$ cat config.mk
export PLATFORM = sky130hd
export DESIGN_NAME = inst_fetch_unit_flat
export DESIGN_NICKNAME = d
export VERILOG_FILES = /design/src/rtl/inst_fetch_unit_pkg.sv /design/src/rtl/inst_fetch_unit_if.sv /design/src/rtl/inst_fetch_unit_timeout_ctr.sv /design/src/rtl/inst_fetch_unit.sv /design/src/flat_wrapper.sv
export SDC_FILE = /design/constraint.sdc
export NUM_CORES = 1
export LEC_CHECK = 0
export ABC_CLOCK_PERIOD_IN_PS = 2690
export CORE_MARGIN = 3
export CORE_UTILIZATION = 39
export DETAILED_ROUTE_END_ITERATION = 10
export PLACE_DENSITY = 0.92
export SLEW_MARGIN = 10
export SYNTH_ARGS = -nofsm -noshare
export SYNTH_HDL_FRONTEND = slang
export SYNTH_SLANG_ARGS = --single-unit
$ cat constraint.sdc
create_clock -name clk -period 2.69 [get_ports clk]
set_clock_uncertainty 0.1 [all_clocks]
set_input_delay 0.6725 -clock clk [delete_from_list [all_inputs] [get_ports clk]]
set_output_delay 0.6725 -clock clk [all_outputs]
set_load 0.1 [all_outputs]
$ cat src/rtl/inst_fetch_unit_pkg.sv
// Shared definitions for the MIPS instruction-fetch stage: FSM encoding,
// the reset/misalign instruction value and the timeout counter sizing helper.
package mips_fetch_pkg;

    localparam logic [0:0] ST_IDLE = 1'b0;
    localparam logic [0:0] ST_BUSY = 1'b1;

    localparam logic [31:0] MIPS_NOP = 32'h0000_0000;

    function automatic int tmo_ctr_w(input int cyc);
        return $clog2(cyc + 1);
    endfunction

endpackage

$ cat src/rtl/inst_fetch_unit_if.sv
// Instruction-memory read bus: request/address out, acknowledge/data back.
interface inst_fetch_unit_if #(
    parameter int ADDR_W = 32,
    parameter int DATA_W = 32
);
    logic              mem_req;
    logic [ADDR_W-1:0] mem_addr;
    logic              mem_ack;
    logic [DATA_W-1:0] mem_rdata;

    modport master (output mem_req, output mem_addr, input mem_ack, input mem_rdata);
    modport slave  (input mem_req, input mem_addr, output mem_ack, output mem_rdata);
endinterface

$ cat src/rtl/inst_fetch_unit_timeout_ctr.sv
// BUSY-cycle counter; expired is high during the TIMEOUT_CYC-th consecutive
// enabled cycle after a clear.
module fetch_timeout_ctr
    import mips_fetch_pkg::*;
#(
    parameter int TIMEOUT_CYC = 16
) (
    input  logic clk,
    input  logic reset,
    input  logic clear,
    input  logic enable,
    output logic expired
);
    localparam int W = tmo_ctr_w(TIMEOUT_CYC);

    logic [W-1:0] r_cnt;

    assign expired = enable && (r_cnt == W'(TIMEOUT_CYC - 1));

    always_ff @(posedge clk or posedge reset) begin
        if (reset)
            r_cnt <= '0;
        else if (clear)
            r_cnt <= '0;
        else if (enable && !expired)
            r_cnt <= r_cnt + 1'b1;
    end
endmodule

$ cat src/rtl/inst_fetch_unit.sv
// Instruction-fetch stage: one outstanding read at a time, flush-drop of
// in-flight data. Optional bus timeout abort when FETCH_TIMEOUT_EN is defined.
module inst_fetch_unit
    import mips_fetch_pkg::*;
#(
    parameter int ADDR_W      = 32,
    parameter int DATA_W      = 32,
    parameter int TIMEOUT_CYC = 16
) (
    input  logic                 clk,
    input  logic                 reset,
    input  logic [ADDR_W-1:0]    pc_in,
    input  logic                 fetch_req,
    input  logic                 flush,
    inst_fetch_unit_if.master    bus,
    output logic [DATA_W-1:0]    instr,
    output logic                 instr_valid,
    output logic                 stall,
    output logic                 misalign_err,
    output logic                 timeout_err
);
    logic [0:0]        r_state;
    logic              r_drop;
    logic              r_mem_req;
    logic [ADDR_W-1:0] r_mem_addr;
    logic [DATA_W-1:0] r_instr;
    logic              r_instr_valid;
    logic              r_misalign;
    logic              r_timeout;

    logic w_aligned;
    logic w_accept;
    logic w_busy;
    logic w_expired;

    assign w_aligned = (pc_in[1:0] == 2'b00);
    assign w_busy    = (r_state == ST_BUSY);
    assign w_accept  = !w_busy && fetch_req && w_aligned;
    assign stall     = w_busy || w_accept;

`ifdef FETCH_TIMEOUT_EN
    logic w_tmo_pulse;

    fetch_timeout_ctr #(.TIMEOUT_CYC(TIMEOUT_CYC)) u_tmo (
        .clk     (clk),
        .reset   (reset),
        .clear   (w_accept),
        .enable  (w_busy),
        .expired (w_expired)
    );
    assign w_tmo_pulse = r_timeout;
    assign timeout_err = w_tmo_pulse;
`else
    logic w_unused_tmo;

    assign w_unused_tmo = ^TIMEOUT_CYC;
    assign w_expired    = 1'b0;
    assign timeout_err  = 1'b0;
`endif

    always_ff @(posedge clk or posedge reset) begin
        if (reset) begin
            r_state       <= ST_IDLE;
            r_drop        <= 1'b0;
            r_mem_req     <= 1'b0;
            r_mem_addr    <= '0;
            r_instr       <= DATA_W'(MIPS_NOP);
            r_instr_valid <= 1'b0;
            r_misalign    <= 1'b0;
            r_timeout     <= 1'b0;
        end else begin
            r_instr_valid <= 1'b0;
            r_misalign    <= 1'b0;
            r_timeout     <= 1'b0;
            case (r_state)
                ST_IDLE: begin
                    if (fetch_req) begin
                        if (w_aligned) begin
                            r_mem_addr <= pc_in;
                            r_mem_req  <= 1'b1;
                            r_drop     <= 1'b0;
                            r_state    <= ST_BUSY;
                        end else begin
                            r_misalign <= 1'b1;
                            r_instr    <= DATA_W'(MIPS_NOP);
                        end
                    end
                end
                ST_BUSY: begin
                    if (bus.mem_ack) begin
                        // A flush arriving with the ack still kills this word.
                        if (!(r_drop || flush)) begin
                            r_instr       <= bus.mem_rdata;
                            r_instr_valid <= 1'b1;
                        end
                        r_mem_req <= 1'b0;
                        r_drop    <= 1'b0;
                        r_state   <= ST_IDLE;
                    end else if (w_expired) begin
                        r_mem_req <= 1'b0;
                        r_timeout <= 1'b1;
                        r_drop    <= 1'b0;
                        r_state   <= ST_IDLE;
                    end else if (flush) begin
                        r_drop <= 1'b1;
                    end
                end
                default: r_state <= ST_IDLE;
            endcase
        end
    end

    assign bus.mem_req  = r_mem_req;
    assign bus.mem_addr = r_mem_addr;
    assign instr        = r_instr;
    assign instr_valid  = r_instr_valid;
    assign misalign_err = r_misalign;
endmodule

$ cat src/flat_wrapper.sv
// flat-port wrapper written by rule: the top's interface ports become plain ports
module inst_fetch_unit_flat import mips_fetch_pkg::*;
#(
    parameter int ADDR_W      = 32,
    parameter int DATA_W      = 32,
    parameter int TIMEOUT_CYC = 16
)
  (clk, reset, pc_in, fetch_req, flush, instr, instr_valid, stall, misalign_err, timeout_err, bus_mem_req, bus_mem_addr, bus_mem_ack, bus_mem_rdata);
  inst_fetch_unit_if #(.ADDR_W(ADDR_W), .DATA_W(DATA_W)) bus_i ();
  input  logic clk;
  input  logic reset;
  input  logic [ADDR_W-1:0] pc_in;
  input  logic fetch_req;
  input  logic flush;
  output logic [DATA_W-1:0] instr;
  output logic instr_valid;
  output logic stall;
  output logic misalign_err;
  output logic timeout_err;
  output wire logic [$bits(bus_i.mem_req)-1:0] bus_mem_req;
  output wire logic [$bits(bus_i.mem_addr)-1:0] bus_mem_addr;
  input wire logic [$bits(bus_i.mem_ack)-1:0] bus_mem_ack;
  input wire logic [$bits(bus_i.mem_rdata)-1:0] bus_mem_rdata;
  assign bus_mem_req = bus_i.mem_req;
  assign bus_mem_addr = bus_i.mem_addr;
  assign bus_i.mem_ack = bus_mem_ack;
  assign bus_i.mem_rdata = bus_mem_rdata;
  inst_fetch_unit #(.ADDR_W(ADDR_W), .DATA_W(DATA_W), .TIMEOUT_CYC(TIMEOUT_CYC)) u_core (.clk(clk), .reset(reset), .pc_in(pc_in), .fetch_req(fetch_req), .flush(flush), .bus(bus_i), .instr(instr), .instr_valid(instr_valid), .stall(stall), .misalign_err(misalign_err), .timeout_err(timeout_err));
endmodule
==> summary.md <==
| Metric | Value |
|---|---|
| Num ports | `138` |
| Via count | `about 1900` |
| Lkg Pwr | `1.93 nW` |
| Post-CTS Resized | `0` |
| Cell variety after synth | `20` |
| Hold path start | `u_core.bus.mem_addr[2]` |
| Final period utilization | `89.8%` |
| Die Y-Extent | `87.4 um` |
| Synth top cells by count | `dfrtp_1 (69), a22o_1 (32), mux2_1 (30), buf_6 (7)` |
| Placed cells | `366` |
| Fraction of the mapped netlist area in compound gates | `12.7%` |
| Hold EP | `u_core.bus.mem_addr[2]` |
| Avg Inst Size Synth | `around 16 um^2` |
| Initial DRC Count | `70` |
| Crit path max fanout | `2` |
| Dominant cell by count in the synthesized netlist | `dfrtp_1` |
| Hold depth | `1` |
| Routed WL per cell | `16.4 um` |
| WS Path Type | `input pin to output port` |
| Post-synth top area share | `66.8%` |
| Diodes inserted | `0` |
| Setup crit end kind | `output port` |
| Global-route wire length before repair | `9540 um` |
| CTS root buf | `clkbuf_8` |
| CTS buffer count | `9` |
| Pwr per Cell Area | `approximately 900 nW/um^2` |
| Crit path time final | `2420 ps` |
| Post-Syn Area | `2590 um^2` |
| First-pass DRT Iterations | `4` |
| Crit path cell chain | `clkdlybuf4s50_1 -> nor2_1 -> nand2_1 -> nand2_1 -> buf_12` |
| Clock Pin Slew Worst Setup and Hold Paths | `~70 ps` |
| Worst-Margin Slew | `899 ps` |
| Synth async-reset ratio | `100%` |
| Crit-path slowest cell | `clkdlybuf4s50_1` |
| DIE WIDTH | `between 80 and 90 um` |
| H-tree level count | `3` |
| Multiplexer share of the synthesized area | `13.1%` |
| Final setup viols | `0` |
| Xor-xnor portion of the synthesized cell area | `0%` |
| Top area cells in the synthesized netlist | `dfrtp_1 (67%), mux2_1 (13%), a22o_1 (11%)` |
| Total power | `3.72 mW` |
| Required time of the critical path | `1920 ps` |
| Setup slack, reg-to-reg | `870 ps` |
| Ys Warns | `0` |
| Clock Latency Late Sink | `330 ps` |
| Slew HR | `40.1%` |
| Fin Setup TNS | `0 ps` |
| Post-synth EDFFs | `0` |
| Antenna violations before repair | `0` |
| Vias/cell | `4.93` |
| Cts hold-fix bufs | `0` |
| Largest family of logic cells by synthesized area | `multiplexers` |
| Worst min-delay path class | `flop to flop` |
| Rows | `29` |
| PortBufs | `136` |
| DRT antenna net count | `0` |
| Final Instance Count excl. Fillers | `382` |
| Final Net Count | `369` |
| Worst R2R Start | `u_core.r_state` |
| Post-synthesis adder-cell area fraction | `0%` |
| Routed WL | `6280 um` |
| Startpoint types | `input pin` |
| CTS tree | `done` |
| Synth-to-Final Area Change | `55.9%` |
| Crit path largest cell delay | `430 ps` |
| GRT Resource Usage Total | `16.4%` |
| Max-Cap Viols | `0` |
| Post-synthesis sequential area ratio | `roughly 67%` |
| Full die area | `7640 um^2` |
| Outcome | `complete, no violations` |
| Number of clock sinks | `a little under 70` |
| Worst reg2reg endpoint | `u_core.instr[11]` |
| Main synth FF type | `dfrtp_1` |
| Post-CTS setup repair buffer count | `0` |
| Cells after synthesis | `161` |
| Fill count | `481` |
| Largest net degree at the start of global routing | `70` |
| RSZ-0062 raised after global routing | `false` |
| Arr. time, crit path | `1640 ps` |
| Fin util | `a little over three fifths` |
| Post-Synth Simple-Gate Area | `3.14%` |
| Final Hold Fails | `0` |
| Max-slew violations | `0` |
| Maximum clock rate | `approximately 0.41 GHz` |
| Worst reg2reg path depth | `3` |
| Post-DP HPWL | `4510 um` |
| Peak VDD IR | `0.000676 V` |
| Post-synthesis net count | `230` |
| Post-synth top area cell | `dfrtp_1` |
| Core area | `6390 um^2` |
| DRC viols | `0` |
| Total grt overflow | `0` |
| Worst hold slack | `390 ps` |
| Initial Util | `40.5%` |
| CTS Buffer Depth | `2` |
| Final GP Congestion | `0.735` |
| Share of cells above drive strength 1 | `30.2%` |
| Vias in the first global route | `1943` |
| Register bit total from synthesis | `69` |
| Most frequent cell on the critical path | `nand2_1` |
==> report_power, final <==
| group | switching, mW | internal (mW) |
|---|---|---|
| logic | 1.26 | 0.368 |
| clock network | 0.401 | 0.431 |
| registers | 0.0775 | 1.18 |
| total | 1.73 | 1.98 |
==> registers in the layout (all words and copies together) (netlist names) <==
signal               flops
u_core.instr_valid       1
u_core.instr            32
u_core.bus.mem_req       1
u_core.misalign_err      1
u_core.r_state           1
u_core.bus.mem_addr     32
u_core.r_drop            1
==> metrics by stage <==
stage                     instance area (um^2)  setup slack [ps]
after floorplan                           2590               178
after global placement                    3830               209
after detailed placement                  3830               114
after CTS                                 4030               270
after global routing                      4030               151
final                                     4030               273
==> cell type report <==
| class | instances | area, um^2 | share of cell area, % |
|---|---|---|---|
| clock buffer | 9 | 124 | 3.07 |
| sequential | 69 | 1730 | 42.8 |
| timing repair buffer | 139 | 1250 | 31.0 |
| inverter | 2 | 7.51 | 0.186 |
| clock inverter | 7 | 75.1 | 1.86 |
| multi-input combinational | 79 | 751 | 18.6 |
| tap | 77 | 96.3 | 2.39 |
==> kinds of logic (layout without fill, tap and decap cells) <==
logic type | after synthesis | after routing
other cells | 1 | 1
buf+inv | 13 | 157
simple gates | 11 | 11
mux | 30 | 30
compound gates | 37 | 37
flops | 69 | 69
==> critical path: cells and delay by family <==
family	cells	cell delay [ps]
buf+inv	2	610
simple gates	3	350
==> cell usage in the layout (no fill, tap or decap) <==
cell type | synthesis | layout
a21o_1 | 1 | 1
inv_1 | 2 | 1
nand2_1 | 3 | 3
bufinv_16 | 0 | 1
conb_1 | 1 | 1
buf_12 | 0 | 3
mux2_1 | 30 | 30
clkinv_4 | 0 | 1
clkbuf_8 | 0 | 9
nor2b_1 | 2 | 2
dfrtp_1 | 69 | 69
a31oi_4 | 1 | 1
clkinv_2 | 0 | 1
and4bb_1 | 1 | 1
nand2b_2 | 1 | 1
a22o_1 | 32 | 32
o22ai_1 | 1 | 1
a211oi_1 | 1 | 1
clkinvlp_4 | 0 | 3
inv_2 | 0 | 1
nor2_1 | 2 | 2
clkdlybuf4s50_1 | 0 | 68
a21oi_1 | 1 | 1
inv_6 | 0 | 1
nor2_8 | 1 | 1
or2_4 | 1 | 1
buf_4 | 1 | 68
==> layer usage <==
layer  part of all wire (%)  vias up  global-route usage [%]
li1                       -      861                       -
met1                     38      934                    19.7
met2                     52       81                    27.0
met3                    8.3        9                    4.64
met4                    1.5        0                    7.53
met5                      0        -                       0
==> worst max path at each step <==
stage                                         to      from  cells after the start
after floorplan           u_core.bus.mem_addr[0]     reset                      1
after global placement          u_core.instr[14]  pc_in[0]                      4
after detailed placement         u_core.instr[3]  pc_in[0]                      4
after CTS                                  stall  pc_in[0]                      5
after global routing                       stall  pc_in[0]                      5
final                                      stall  pc_in[0]                      5
(Power assumes the default switching activity.)
